===== config.mk =====
export PLATFORM = sky130hd
export DESIGN_NAME = pipe_hazard_ctrl
export DESIGN_NICKNAME = d
export VERILOG_FILES = /design/src/rtl/pipe_hazard_ctrl.sv
export SDC_FILE = /design/constraint.sdc
export NUM_CORES = 1
export LEC_CHECK = 0
export ABC_AREA = 0
export CORE_ASPECT_RATIO = 0.7
export CORE_MARGIN = 4
export CORE_UTILIZATION = 45
export CTS_CLUSTER_DIAMETER = 80
export DETAILED_ROUTE_END_ITERATION = 8
export GPL_ROUTABILITY_DRIVEN = 0
export GPL_TIMING_DRIVEN = 1
export PLACE_DENSITY = 0.81
export SETUP_SLACK_MARGIN = 0.15
export SLEW_MARGIN = 25
export SYNTH_ARGS = -nofsm -noshare
export SYNTH_HDL_FRONTEND = slang
export SYNTH_SLANG_ARGS = --single-unit

===== constraint.sdc =====
create_clock -name clk -period 3.5 [get_ports clk]
set_input_delay 0.875 -clock clk [delete_from_list [all_inputs] [get_ports clk]]
set_output_delay 0.875 -clock clk [all_outputs]
set_load 0.02 [all_outputs]

===== src/rtl/pipe_hazard_ctrl.sv =====
// Hazard and sequencing controller for a 5-stage pipeline: stall/flush control,
// E-stage forwarding selects, memory-wait watchdog and saturating event counters.
module pipe_hazard_ctrl #(
   parameter int MEM_TIMEOUT = 16,
   parameter int CNT_W       = 16
) (
   input  logic             clk,
   input  logic             reset,
   input  logic [4:0]       RsD,
   input  logic [4:0]       RtD,
   input  logic [4:0]       RsE,
   input  logic [4:0]       RtE,
   input  logic [4:0]       WriteRegE,
   input  logic [4:0]       WriteRegM,
   input  logic [4:0]       WriteRegW,
   input  logic             RegWE,
   input  logic             RegWM,
   input  logic             RegWW,
   input  logic             MemToRegE,
   input  logic             BranchTakenE,
   input  logic             MemReqM,
   input  logic             MemReadyM,
   output logic             stallF,
   output logic             stallD,
   output logic             stallE,
   output logic             stallM,
   output logic             flushD,
   output logic             flushE,
   output logic             flushW,
   output logic [1:0]       ForwardAE,
   output logic [1:0]       ForwardBE,
   output logic             memErr,
   output logic [CNT_W-1:0] stallCnt,
   output logic [CNT_W-1:0] flushCnt
);

   localparam int WC_W = $clog2(MEM_TIMEOUT) + 1;
   localparam logic [WC_W-1:0] WAIT_LAST = WC_W'(MEM_TIMEOUT - 1);

   typedef enum logic [1:0] {
      RUN,
      MEM_WAIT,
      ERR_FLUSH
   } state_t;

   state_t            state_reg;
   logic [WC_W-1:0]   wait_cnt_reg;
   logic              mem_stall;
   logic              load_use;

   logic [4:0]        fwd_src [2];
   logic [1:0]        fwd_sel [2];

   assign fwd_src[0] = RsE;
   assign fwd_src[1] = RtE;

   // M-stage result is newer than W, so it wins when both match.
   genvar gi;
   generate
      for (gi = 0; gi < 2; gi++) begin : g_fwd
         logic hit_m;
         logic hit_w;
         assign hit_m = RegWM && (WriteRegM != 5'd0) && (WriteRegM == fwd_src[gi]);
         assign hit_w = RegWW && (WriteRegW != 5'd0) && (WriteRegW == fwd_src[gi]);
         assign fwd_sel[gi] = reset ? 2'b00 :
                              hit_m ? 2'b10 :
                              hit_w ? 2'b01 : 2'b00;
      end
   endgenerate

   assign ForwardAE = fwd_sel[0];
   assign ForwardBE = fwd_sel[1];

   assign mem_stall = MemReqM && !MemReadyM;
   assign load_use  = MemToRegE && RegWE && (WriteRegE != 5'd0) &&
                      ((WriteRegE == RsD) || (WriteRegE == RtD));

   always_comb begin
      stallF = 1'b0;
      stallD = 1'b0;
      stallE = 1'b0;
      stallM = 1'b0;
      flushD = 1'b0;
      flushE = 1'b0;
      flushW = 1'b0;
      if (reset || (state_reg == ERR_FLUSH)) begin
         flushD = 1'b1;
         flushE = 1'b1;
         flushW = 1'b1;
      end else if (mem_stall) begin
         // Freeze the whole pipe; W is bubbled so the held M result is not retired twice.
         stallF = 1'b1;
         stallD = 1'b1;
         stallE = 1'b1;
         stallM = 1'b1;
         flushW = 1'b1;
      end else if (BranchTakenE) begin
         flushD = 1'b1;
         flushE = 1'b1;
      end else if (load_use) begin
         stallF = 1'b1;
         stallD = 1'b1;
         flushE = 1'b1;
      end
   end

   always_ff @(posedge clk) begin
      if (reset) begin
         state_reg    <= RUN;
         wait_cnt_reg <= '0;
         memErr       <= 1'b0;
      end else begin
         memErr <= 1'b0;
         case (state_reg)
            RUN: begin
               if (mem_stall) begin
                  state_reg    <= MEM_WAIT;
                  wait_cnt_reg <= WC_W'(1);
               end
            end
            MEM_WAIT: begin
               // A dropped request releases the pipe just like a completion.
               if (!mem_stall) begin
                  state_reg    <= RUN;
                  wait_cnt_reg <= '0;
               end else if (wait_cnt_reg == WAIT_LAST) begin
                  state_reg    <= ERR_FLUSH;
                  wait_cnt_reg <= '0;
                  memErr       <= 1'b1;
               end else begin
                  wait_cnt_reg <= wait_cnt_reg + WC_W'(1);
               end
            end
            ERR_FLUSH: begin
               state_reg    <= RUN;
               wait_cnt_reg <= '0;
            end
            default: begin
               state_reg    <= RUN;
               wait_cnt_reg <= '0;
            end
         endcase
      end
   end

   always_ff @(posedge clk) begin
      if (reset) begin
         stallCnt <= '0;
         flushCnt <= '0;
      end else begin
         if (stallF && (stallCnt != {CNT_W{1'b1}}))
            stallCnt <= stallCnt + CNT_W'(1);
         if (flushE && (flushCnt != {CNT_W{1'b1}}))
            flushCnt <= flushCnt + CNT_W'(1);
      end
   end

endmodule


==> flow_metrics.tcl <==
set metrics [dict create \
    r2r_start "stallCnt[0]$_SDFFE_PP0P_" \
    slew_viol_final 0 \
    cp-end-kind "output port" \
    firstDrtPassIters 4 \
    num_rows 22 \
    fin_ws_ps 192 \
    grt_pass1_vias 2668 \
    cts_tree "done" \
    peakVddDrop_uv 192 \
    preCtsSetupSlack_ps -465 \
    worstPathRequired_ps 2620 \
    power_density_nw_per_um2 284 \
    fmax_mhz 302 \
    antenna_found_initial 0 \
    synthCells 294 \
    hpwlAfterDp_mm 5.62 \
    ys_seq_area_share_pct 32.2 \
    clk_path_buf_depth 2 \
    cts_max_level 2 \
    fp.dieH_um 70.2 \
    status "completed" \
    grt_usage_pct 21.5 \
    synth-edff-count 0 \
    root_buffer "clkbuf_8" \
    drive_gt1_share_pct 18.6 \
    skew_ps 8.99 \
    hold_path_depth 1 \
    grt_pass1_wl_mm 12.3 \
    layout.nets 461 \
    period_share_pct 94.5 \
    tightest_slew_ps 889 \
    cp_max_fo 2 \
    synth.cell_area_um2 2480 \
    ys_async_sr_fraction_pct 0 \
    worst-r2r-setup-slack_ps 900 \
    viasPerCell 5.64 \
    diodes 0 \
    reg2regPathDepth 9 \
    final_cell_mix "clkdlybuf4s50_1 (59), dfxtp_1 (40), buf_4 (39)" \
    chipWidth_um 96.8 \
    avgRoutedWirePerCell_um 15.2 \
    io_pins 88 \
    setup_viol 0 \
    worstHoldPathType "flop to flop" \
    num_vias 2745 \
    rsz0062_at_grt "yes" \
    p_leak_nw 1.37 \
    drtIter0Drc 140 \
    cp-start-kind "input pin" \
    coreArea_um2 5290 \
    routed_wl_mm 7.41 \
    r2r_end "stallCnt[0]$_SDFFE_PP0P_" \
    gr-total-overflow 0 \
    path_class "input pin to output port" \
    ys.flop_type "dfxtp_1" \
    postRouteAntennaNets 0 \
    initial_core_util_pct 47.0 \
    synth.avg_cell_area_um2 8.45 \
    ys_warn_count 0 \
    synth_seq_cells 40 \
    layout_commonest_cell "clkdlybuf4s50_1" \
    yosysUniqueCellTypes 55 \
    stdcell_count 487 \
    clock_latency_ps 300 \
    fin_crit_ps 3310 \
    cp_data_arrival_time_ps 2430 \
    io_buffers 87 \
    placed_area_um2 3620 \
    postLayoutCellArea_um2 3780 \
    remaining_drc_errors 0 \
    dp_cells 476 \
    ctsHoldBuffers 0 \
    grt_max_degree 27 \
    hold_end "memErr$_SDFF_PP0_" \
    hold_start "wait_cnt_reg[4]$_SDFFE_PP0P_" \
    maxCapViolCount 0 \
    numClockSinks 40 \
    synth_nets 341 \
    cts_inserted_buffers 5 \
    max_slew_margin_pct 40.8 \
    clk_pin_slew_ps 80 \
    dieArea_um2 6790 \
    area_delta_synth_final_pct 52.0 \
    hold_viol 0 \
]
-- worst max-delay path, stage by stage --
cell,delay (ps)
clkdlybuf4s50_1,440
xor2_1,150
or4_1,480
nor4_2,300
buf_4,190
-- layer usage --
| layer | up-vias | GRT usage (%) | wire (um) |
|---|---|---|---|
| met1 | 1307 | 27.7 | 3230 |
| met3 | 16 | 5.69 | 547 |
| met2 | 93 | 36.2 | 3510 |
| met4 | 0 | 4.98 | 125 |
| li1 | 1329 | - | - |
| met5 | - | 0 | 0 |
-- cells by family (layout without fill, tap and decap cells) --
kind of cell    count (synthesis)  after routing  share of synthesized area [%]
xor+xnor                       34             34                           12.0
compound gates                 73             73                           19.2
flops                          40             40                           32.2
buf+inv                        17            138                           4.48
fa+ha+maj                       3              3                           1.51
mux                             2              2                          0.806
simple gates                  125            125                           29.8
-- metrics by stage --
stage / utilization, % / hold WS [ps] / power [mW] / setup TNS (ps)
2_1_floorplan: - / 431 / 0.584 / 0
3_3_place_gp: 68.6 / 453 / 0.699 / -1790
6_report: 71.4 / 500 / 1.07 / 0
4_1_cts: 70.6 / 495 / 1.07 / 0
3_5_place_dp: 68.6 / 449 / 0.703 / -2090
5_1_grt: 71.4 / 525 / 1.12 / 0
-- power breakdown --
part	leakage, nW	switching (mW)	internal (mW)
Clock	0.0552	0.166	0.212
Sequential	0.323	0.00813	0.461
Combinational	0.987	0.106	0.119
Total	1.37	0.280	0.792
-- worst max path at each step --
stage	startpoint	end	slack, ps	depth (start not counted)
after detailed placement	WriteRegM[1]	ForwardBE[0]	-460	7
after global placement	WriteRegM[1]	ForwardBE[0]	-420	7
after CTS	WriteRegM[2]	ForwardBE[0]	50	7
after global routing	RtE[1]	ForwardBE[0]	130	5
after floorplan	WriteRegM[1]	ForwardAE[0]	310	4
final	RtE[1]	ForwardBE[0]	190	5
-- synth_stat cells, types with 2 or more instances --
cell type / instances / area [um^2]
o21ai_2: 2 / 17.5
or4_1: 9 / 67.6
dfxtp_1: 40 / 801
mux2i_1: 2 / 20.0
a21oi_1: 27 / 135
nand2_1: 14 / 52.6
and4_1: 2 / 17.5
o21ai_1: 16 / 80.1
o21ai_0: 9 / 45.0
buf_6: 3 / 33.8
a21oi_2: 3 / 26.3
nand3_1: 18 / 90.1
nand4_1: 7 / 43.8
ha_1: 3 / 37.5
nand2b_1: 3 / 18.8
or3_1: 24 / 150
xor2_1: 12 / 105
inv_1: 6 / 22.5
nor3_1: 6 / 30.0
buf_4: 2 / 15.0
xnor2_1: 22 / 193
or2_2: 2 / 12.5
and3_1: 2 / 12.5
nor2_1: 15 / 56.3
o31ai_1: 4 / 30.0
nor4_1: 6 / 37.5
nor2b_1: 5 / 31.3
clkbuf_1: 3 / 11.3
-- what timing repair did --
item | 4_1_cts | 5_1_grt
gates cloned | 0 | 0
pin swaps | 7 | 7
setup buffers | 2 | 1
resized for setup | 47 | 16
endpoints found under the setup margin | 10 | 8
-- layout make-up --
type | instances | area [um^2]
Clock buffer | 6 | 72.6
Fill cell | 400 | 1510
Tap cell | 72 | 90.1
Multi-Input combinational cell | 237 | 1620
Sequential cell | 40 | 801
Clock inverter | 2 | 35.0
Timing Repair Buffer | 124 | 1140
Inverter | 6 | 22.5
Note: power is estimated with default switching activity, not from simulation.
